[src/rtl/instr_fetch.sv]
// Instruction fetch unit: one outstanding memory read feeding a 2-entry {pc, instr} buffer.
// Define IFETCH_MISALIGN_EN to trap misaligned redirects (fetch_err + HALT state).
module instr_fetch #(
  parameter int unsigned MEM_AW   = 8,
  parameter logic [31:0] RESET_PC = 32'h0000_0000
) (
  input  logic              clk,
  input  logic              rst,
  input  logic              redirect,
  input  logic [31:0]       redirect_pc,
  output logic              mem_req,
  output logic [MEM_AW-1:0] mem_addr,
  input  logic              mem_ack,
  input  logic [31:0]       mem_rdata,
  output logic [31:0]       instr,
  output logic [31:0]       instr_pc,
  output logic              instr_valid,
  input  logic              instr_ready,
  output logic              fetch_err
);

`ifdef IFETCH_MISALIGN_EN
  typedef enum logic [1:0] {S_FETCH, S_DRAIN, S_HALT} state_e;
`else
  typedef enum logic [1:0] {S_FETCH, S_DRAIN} state_e;
`endif

  state_e            state_q, state_d;
  logic [31:0]       fetch_pc_q, fetch_pc_d;
  logic [1:0]        count_q, count_d;
  logic              rd_q, rd_d, wr_q, wr_d;
  logic              req_q, req_d;
  logic [MEM_AW-1:0] addr_q, addr_d;
  logic [31:0]       pc_q [2];
  logic [31:0]       pc_d [2];
  logic [31:0]       ins_q [2];
  logic [31:0]       ins_d [2];
`ifdef IFETCH_MISALIGN_EN
  logic              err_q, err_d;
`endif

  logic pend, ack_hit, push, pop;

  assign instr_valid = (count_q != 2'd0);
  assign instr       = ins_q[rd_q];
  assign instr_pc    = pc_q[rd_q];
  assign mem_req     = req_q;
  assign mem_addr    = addr_q;
`ifdef IFETCH_MISALIGN_EN
  assign fetch_err   = err_q;
`else
  assign fetch_err   = 1'b0;
`endif

  always_comb begin
    state_d    = state_q;
    fetch_pc_d = fetch_pc_q;
    count_d    = count_q;
    rd_d       = rd_q;
    wr_d       = wr_q;
    req_d      = req_q;
    addr_d     = addr_q;
    pc_d       = pc_q;
    ins_d      = ins_q;
`ifdef IFETCH_MISALIGN_EN
    err_d      = err_q;
`endif
    pend    = req_q && !mem_ack;
    ack_hit = req_q && mem_ack;
    pop     = instr_valid && instr_ready && !redirect;
    push    = ack_hit && (state_q == S_FETCH) && !redirect;

    if (redirect) begin
      // Flush everything; a still-pending request must be drained, not dropped.
      count_d = 2'd0;
      rd_d    = 1'b0;
      wr_d    = 1'b0;
      state_d = pend ? S_DRAIN : S_FETCH;
`ifdef IFETCH_MISALIGN_EN
      fetch_pc_d = redirect_pc;
      err_d      = (redirect_pc[1:0] != 2'b00);
      if (err_d && !pend) state_d = S_HALT;
`else
      fetch_pc_d = redirect_pc & ~32'd3;
`endif
    end else begin
      if (push) begin
        pc_d[wr_q]  = fetch_pc_q;
        ins_d[wr_q] = mem_rdata;
        wr_d        = ~wr_q;
        fetch_pc_d  = fetch_pc_q + 32'd4;
      end
      if (pop) rd_d = ~rd_q;
      unique case ({push, pop})
        2'b10:   count_d = count_q + 2'd1;
        2'b01:   count_d = count_q - 2'd1;
        default: count_d = count_q;
      endcase
      if ((state_q == S_DRAIN) && ack_hit) begin
`ifdef IFETCH_MISALIGN_EN
        state_d = err_q ? S_HALT : S_FETCH;
`else
        state_d = S_FETCH;
`endif
      end
    end

    // Request channel: hold a pending request, otherwise issue when a buffer slot is guaranteed.
    if (pend) begin
      req_d  = 1'b1;
      addr_d = addr_q;
    end else begin
      req_d = (state_d == S_FETCH) && (count_d != 2'd2);
      if (req_d) addr_d = fetch_pc_d[MEM_AW+1:2];
    end
  end

  always_ff @(posedge clk or negedge rst) begin
    if (!rst) begin
      state_q    <= S_FETCH;
      fetch_pc_q <= RESET_PC;
      count_q    <= 2'd0;
      rd_q       <= 1'b0;
      wr_q       <= 1'b0;
      req_q      <= 1'b0;
      addr_q     <= '0;
      pc_q[0]    <= 32'd0;
      pc_q[1]    <= 32'd0;
      ins_q[0]   <= 32'd0;
      ins_q[1]   <= 32'd0;
`ifdef IFETCH_MISALIGN_EN
      err_q      <= 1'b0;
`endif
    end else begin
      state_q    <= state_d;
      fetch_pc_q <= fetch_pc_d;
      count_q    <= count_d;
      rd_q       <= rd_d;
      wr_q       <= wr_d;
      req_q      <= req_d;
      addr_q     <= addr_d;
      pc_q       <= pc_d;
      ins_q      <= ins_d;
`ifdef IFETCH_MISALIGN_EN
      err_q      <= err_d;
`endif
    end
  end

endmodule

[config.mk]
export PLATFORM = sky130hd
export DESIGN_NAME = instr_fetch
export DESIGN_NICKNAME = d
export VERILOG_FILES = /design/src/rtl/instr_fetch.sv
export SDC_FILE = /design/constraint.sdc
export NUM_CORES = 1
export LEC_CHECK = 0
export CAP_MARGIN = 20
export CORE_MARGIN = 2
export CORE_UTILIZATION = 59
export CTS_BUF_LIST = sky130_fd_sc_hd__clkbuf_4
export DETAILED_ROUTE_END_ITERATION = 12
export GPL_TIMING_DRIVEN = 1
export PLACE_DENSITY_LB_ADDON = 0.2
export SLEW_MARGIN = 40
export SYNTH_ARGS = -nofsm -noshare
export SYNTH_HDL_FRONTEND = slang
export SYNTH_SLANG_ARGS = --single-unit
[constraint.sdc]
create_clock -name clk -period 8.6 [get_ports clk]
set_input_delay 1.29 -clock clk [delete_from_list [all_inputs] [get_ports clk]]
set_output_delay 1.29 -clock clk [all_outputs]
set_load 0.01 [all_outputs]
Yosys cells after proc, flatten, opt, wreduce, memory -nomap -nowiden
Index checks and enable logic that the tools add are counted.
{"block": "op_classes", "order_cmp": 3, "n_reduce_logical": 18, "n_bitwise": 6, "mux": 22, "n_eq_ne": 4, "n_addsub": 3}
{"cell": "32-bit 2-to-1 mux", "n": 9}
{"cell": "64-bit bitwise mux", "n": 2}
{"cell": "32-bit by 3-bit adder with 32-bit output, second input constant", "n": 1}
{"cell": "32-bit demux with 1-bit select", "n": 1}
{"cell": "1-bit logical AND", "n": 9}
{"cell": "1-bit 2-to-1 mux", "n": 6}
{"cell": "2-bit 2-to-1 mux", "n": 3}
{"cell": "2-bit nonzero test", "n": 3}
{"cell": "2-bit by 1-bit == test with 1-bit output, second input constant", "n": 2}
{"cell": "2-bit >= comparator, second input constant", "n": 2}
{"cell": "2-bit zero test", "n": 2}
{"cell": "1-bit NOT", "n": 4}
{"cell": "1-bit NOT with 2-bit output", "n": 2}
{"cell": "2-bit case mux with 2 select lines", "n": 1}
{"cell": "2-bit AND reduction", "n": 2}
{"cell": "2-bit by 1-bit adder with 2-bit output, second input constant", "n": 1}
{"cell": "2-bit == test, second input constant", "n": 1}
{"cell": "1-bit zero test", "n": 2}
{"cell": "2-bit by 1-bit < comparator with 1-bit output, second input constant", "n": 1}
{"cell": "2-bit inequality test, second input constant", "n": 1}
{"cell": "2-bit by 1-bit subtractor with 2-bit output, second input constant", "n": 1}
{"block": "totals", "input_bits": 69, "wordCells": 68, "out_inout_bits": 75, "reg_bits": 175}

Logic depth before layout (Yosys ltp)
{"block": "depth", "ltp_word": 9, "ltp_mapped": 9}

Least setup slack after synthesis
No wires, ideal clock.
{"block": "synth_path", "kind": "input-to-reg", "from": "input port redirect", "to": "register addr_q[0], in the netlist mem_addr[0]", "path_buffers": 3, "t_required_ns": 8.475, "path_slack_ns": 4.568, "path_stages": 9, "setup_time_ns": 0.125, "arrival_ns": 3.907, "path_cell_list": "clkbuf_1 > clkbuf_1 > buf_1 > nor2_1 > ha_1 > and4b_1 > or4_4 > o21ai_4 > mux2_4"}
{"block": "synth_between", "elab_chain_cells": 8, "word_cells_on_any_way": 14, "classes_between": "3 x eq/ne; 5 x mux; 6 x reduce/logical"}
{"item": "start: declaration", "line_no": "9", "text": "input logic redirect,"}
{"item": "1-bit zero test", "line_no": "70, 71"}
{"item": "1-bit logical AND (on tied branches)", "line_no": "70, 71"}
{"item": "2-bit by 1-bit == test with 1-bit output / 2-bit == test (equally long branches)", "line_no": "94", "text": "unique case ({push, pop})"}
{"item": "2-bit case mux with 2 select lines", "line_no": "94"}
{"item": "2-bit 2-to-1 mux", "line_no": "73", "text": "if (redirect) begin"}
{"item": "2-bit inequality test", "line_no": "113", "text": "req_d = (state_d == S_FETCH) && (count_d != 2'd2);"}
{"item": "1-bit logical AND", "line_no": "113"}
{"item": "2-bit AND reduction (no source line)"}
{"item": "end signal: assignment", "line_no": "141", "text": "addr_q <= addr_d;"}
{"item": "end: declaration", "line_no": "33", "text": "logic [MEM_AW-1:0] addr_q, addr_d;"}
Parallel ways exist; a longest one is shown, timed or not. The select of a mux whose other input is x is not followed.
A chain may end at the register's enable or synchronous reset.

Final worst setup path
{"block": "layout_path", "from": "input port redirect", "to": "register addr_q[5], in the netlist mem_addr[5]"}
The elaborated chain is that of the path after synthesis.

==> results by group <==
Placement
  – Placer Congestion: 0.8100
  – Detail Placement HPWL: around 12000 um
  – Count of input and output buffers: 138
  – Placed cell area: 9408 sq um
  – Dpl cells: between 800 and 900

Timing
  – Final hold viol count: 0
  – Pins Over Slew Limit: 0
  – Fmax: 237.2 MHz
  – Clk_skew: 0.01194 ns
  – Sum Neg Setup Slack: 0 ns
  – Slew margin rel.: 50.44%
  – Setup violators final: 0
  – RSZ-0062 raised after global routing: no
  – Final worst path period share: 49.01%
  – Tightest Pin Transition: 0.7423 ns
  – Hold slack: 0.4911 ns
  – Tmin final: 4.215 ns

Finish
  – Final Instance Area: 9767 sq um
  – Diodes inserted: 0
  – Layout cell share with drive strength beyond 1: between 10% and 20%
  – Nets: 801
  – Non-filler cells, final: about 920
  – Layout Utilization: 74.05%
  – Area grow syn2layout: 23.53%

Pwr
  – PD cells: 249.4 nW/um^2
  – Seq pwr share: 47.8%
  – Switching power total: 669.2 uW
  – Part of the power in combinational logic: 29.7%
  – Switching fraction of total power: ~27%
  – Internal: 1766 uW
  – Clock Power Share: 22.5%
  – Worst VDD drop: 0.0001338 V
  – Leak Pwr: 0.003990 uW

Worst setup path
  – Worst Reg-to-Reg Cells: 7
  – Critical path endpoint category: register
  – R2R setup slack: 5.59 ns
  – CP Class: in -> reg
  – Crit path required time: 9.04 ns
  – Critical Path Fanout Max: 45
  – WP data arrival: 4.65 ns
  – Startpoint types: input pin
  – R2R Path Start: state_q[0]$_DFF_PN0_
  – R2r endpoint: mem_addr[5]$_DFFE_PN0P_

Min path
  – Min-delay worst type: reg -> reg
  – Hold path cells: 1
  – Hold Startpoint: ins_q[33]$_DFFE_PN0P_
  – Worst Hold End: ins_q[33]$_DFFE_PN0P_

Synthesis
  – Top-area cell type share of the netlist area: 53.49%
  – Synthesis-stage register bit count: 169
  – Cell count after synthesis: 601
  – Fraction of registers with async set/reset: 100.0%
  – Syn_area_per_cell: 13.16 sq um
  – Synth warn: 0
  – Commonest cells in the synthesized netlist: dfrtp_1 (169), mux2_1 (160), nand2_1 (27), nor2_1 (26), mux2_2 (23)
  – Synth top area cells: dfrtp_1 (53%), mux2_1 (23%), mux2_2 (3.3%), a31oi_1 (1.6%), mux2_4 (1.5%)
  – Synth area leader: dfrtp_1
  – Sequential share of the synthesized area: 53.49%
  – Synth Cell Area: 7906 sq um
  – Count leader, synth: dfrtp_1
  – Ys flop type: dfrtp_1
  – Post-synth EDFFs: 0
  – Distinct cells, synth: 64

Run status
  – Status: completed

Die
  – FP Rows: 42
  – Die height: 119.8 um
  – DIE AREA: 14340 sq um
  – Initial core utilization: 59.94%
  – I/O pin count: around 140
  – Core area: 13190 sq um
  – Die Width: around 120 um

Routing
  – DR WL/cell: 18.19 um
  – Final ANT Viol Nets: 0
  – Vias per inst: 5.924
  – First drt pass iteration count: 5
  – Via count: ~5.4k
  – DR iter-0 viols: ~360
  – DRC Markers: 0
  – Final wirelength: 16700 um

Global routing
  – First-pass GRT wire length: 27820 um
  – Remaining global-route overflow: 0
  – Number of global-route vias before repair: around 5.7k
  – Initial antenna violation count: 0
  – Gr usage total: 24.51%
  – Largest net degree at the start of global routing: 94

Clock tree
  – Num CTS Buffers: 17
  – Total setup buffers inserted after CTS: 0
  – CTS tree: yes
  – CTS Hold Bufs: 0
  – Clk Latency, worst-skew pair: 0.54 ns
  – Post_cts resized: 0
  – Root Driver: clkbuf_4
  – # clock sinks: around 170
  – H-tree depth: 4
  – CTS Buffer Depth: 2
  – CTS clock-pin slew for the worst setup and hold paths: ~0.12 ns

Job
  – MaxCap Viol Count: 0
[critical path, cell delays in order]
cell and delay, ns:
clkdlybuf4s50_1 0.39, buf_4 0.24, inv_2 0.58, nand2_1 0.25, ha_1 0.45, and4b_1 0.21, or4_4 0.50, o21ai_4 0.38
mux2_4 0.34
[worst max-delay path by stage]
stage / start / end / slack [ns] / depth (start not counted)
2_1_floorplan: redirect / mem_addr[0]$_DFFE_PN0P_ / 4.57 / 9
3_3_place_gp: redirect / mem_addr[5]$_DFFE_PN0P_ / 3.90 / 9
3_5_place_dp: redirect / mem_addr[5]$_DFFE_PN0P_ / 3.82 / 9
4_1_cts: redirect / mem_addr[5]$_DFFE_PN0P_ / 4.43 / 9
5_1_grt: redirect / mem_addr[1]$_DFFE_PN0P_ / 4.26 / 9
6_report: redirect / mem_addr[5]$_DFFE_PN0P_ / 4.38 / 9
[power groups by stage]
stage	Sequential (uW)	Clock (uW)	Combinational, uW
2_1_floorplan	1130	0	401
4_1_cts	1170	558	735
3_3_place_gp	1160	0	706
6_report	1160	548	723
5_1_grt	1200	599	780
3_5_place_dp	1180	0	730
[metal layers]
layer	part of all wire [%]	GRT usage [%]	up-vias
met1	43	32.44	2738
met4	1.9	9.338	0
met3	5.0	4.278	28
li1	-	-	2491
met5	0	0	-
met2	50	40.68	181
[registers in the layout (all words and copies together) (netlist names)]
register	count
rd_q	1
wr_q	1
fetch_pc_q	30
pc_q	60
mem_addr	8
state_q	2
mem_req	1
count_q	2
ins_q	64
[cell families after synthesis]
group / Yosys count / synth area share, %
multiplexers: 192 / 27.71
flip-flops: 169 / 53.49
AND/OR/NAND/NOR: 127 / 9.606
AO/OA/AOI/OAI: 63 / 5.460
buffers and inverters: 39 / 2.485
XOR/XNOR: 8 / 0.8863
adder cells (fa/ha/maj): 2 / 0.3165
other: 1 / 0.04743
[layout make-up]
class,instances,area [sq um]
clock buffer,21,157.7
inverter,4,15.01
sequential,169,4230
clock inverter,10,198.9
tap,176,220.2
fill,890,3423
multi-input combinational,395,3506
timing repair buffer,143,1439
[stage by stage]
step | setup slack (ns) | power [uW]
2_1_floorplan | 4.568 | 1534
3_3_place_gp | 3.897 | 1861
3_5_place_dp | 3.824 | 1914
4_1_cts | 4.432 | 2459
5_1_grt | 4.261 | 2578
6_report | 4.385 | 2435
[cell usage in the layout (no fill, tap or decap), types with 2 or more instances in the layout]
cell type        instances
or4_1                   15
conb_1                   3
a211o_1                  2
or3_1                    3
o31ai_1                 14
nand3_1                 11
xor2_1                   3
or2_1                    2
nor3_1                   4
a31oi_1                 20
or4_4                    2
clkbuf_4                21
nor4b_1                  2
a21oi_1                  3
o211ai_1                 2
bufinv_16                6
and3_1                   2
o21ai_1                 11
buf_4                    3
mux2_4                   8
xnor2_1                  5
mux2_1                 160
mux2_2                  23
or4b_1                   2
inv_1                    3
or2b_1                   2
ha_1                     2
nor2_1                  26
clkdlybuf4s50_1        137
nand4_1                  6
dfrtp_1                168
o41ai_1                  3
nand2_1                 27
and4_1                   4
clkinv_1                 3
Power figures use the tool's default switching activity.
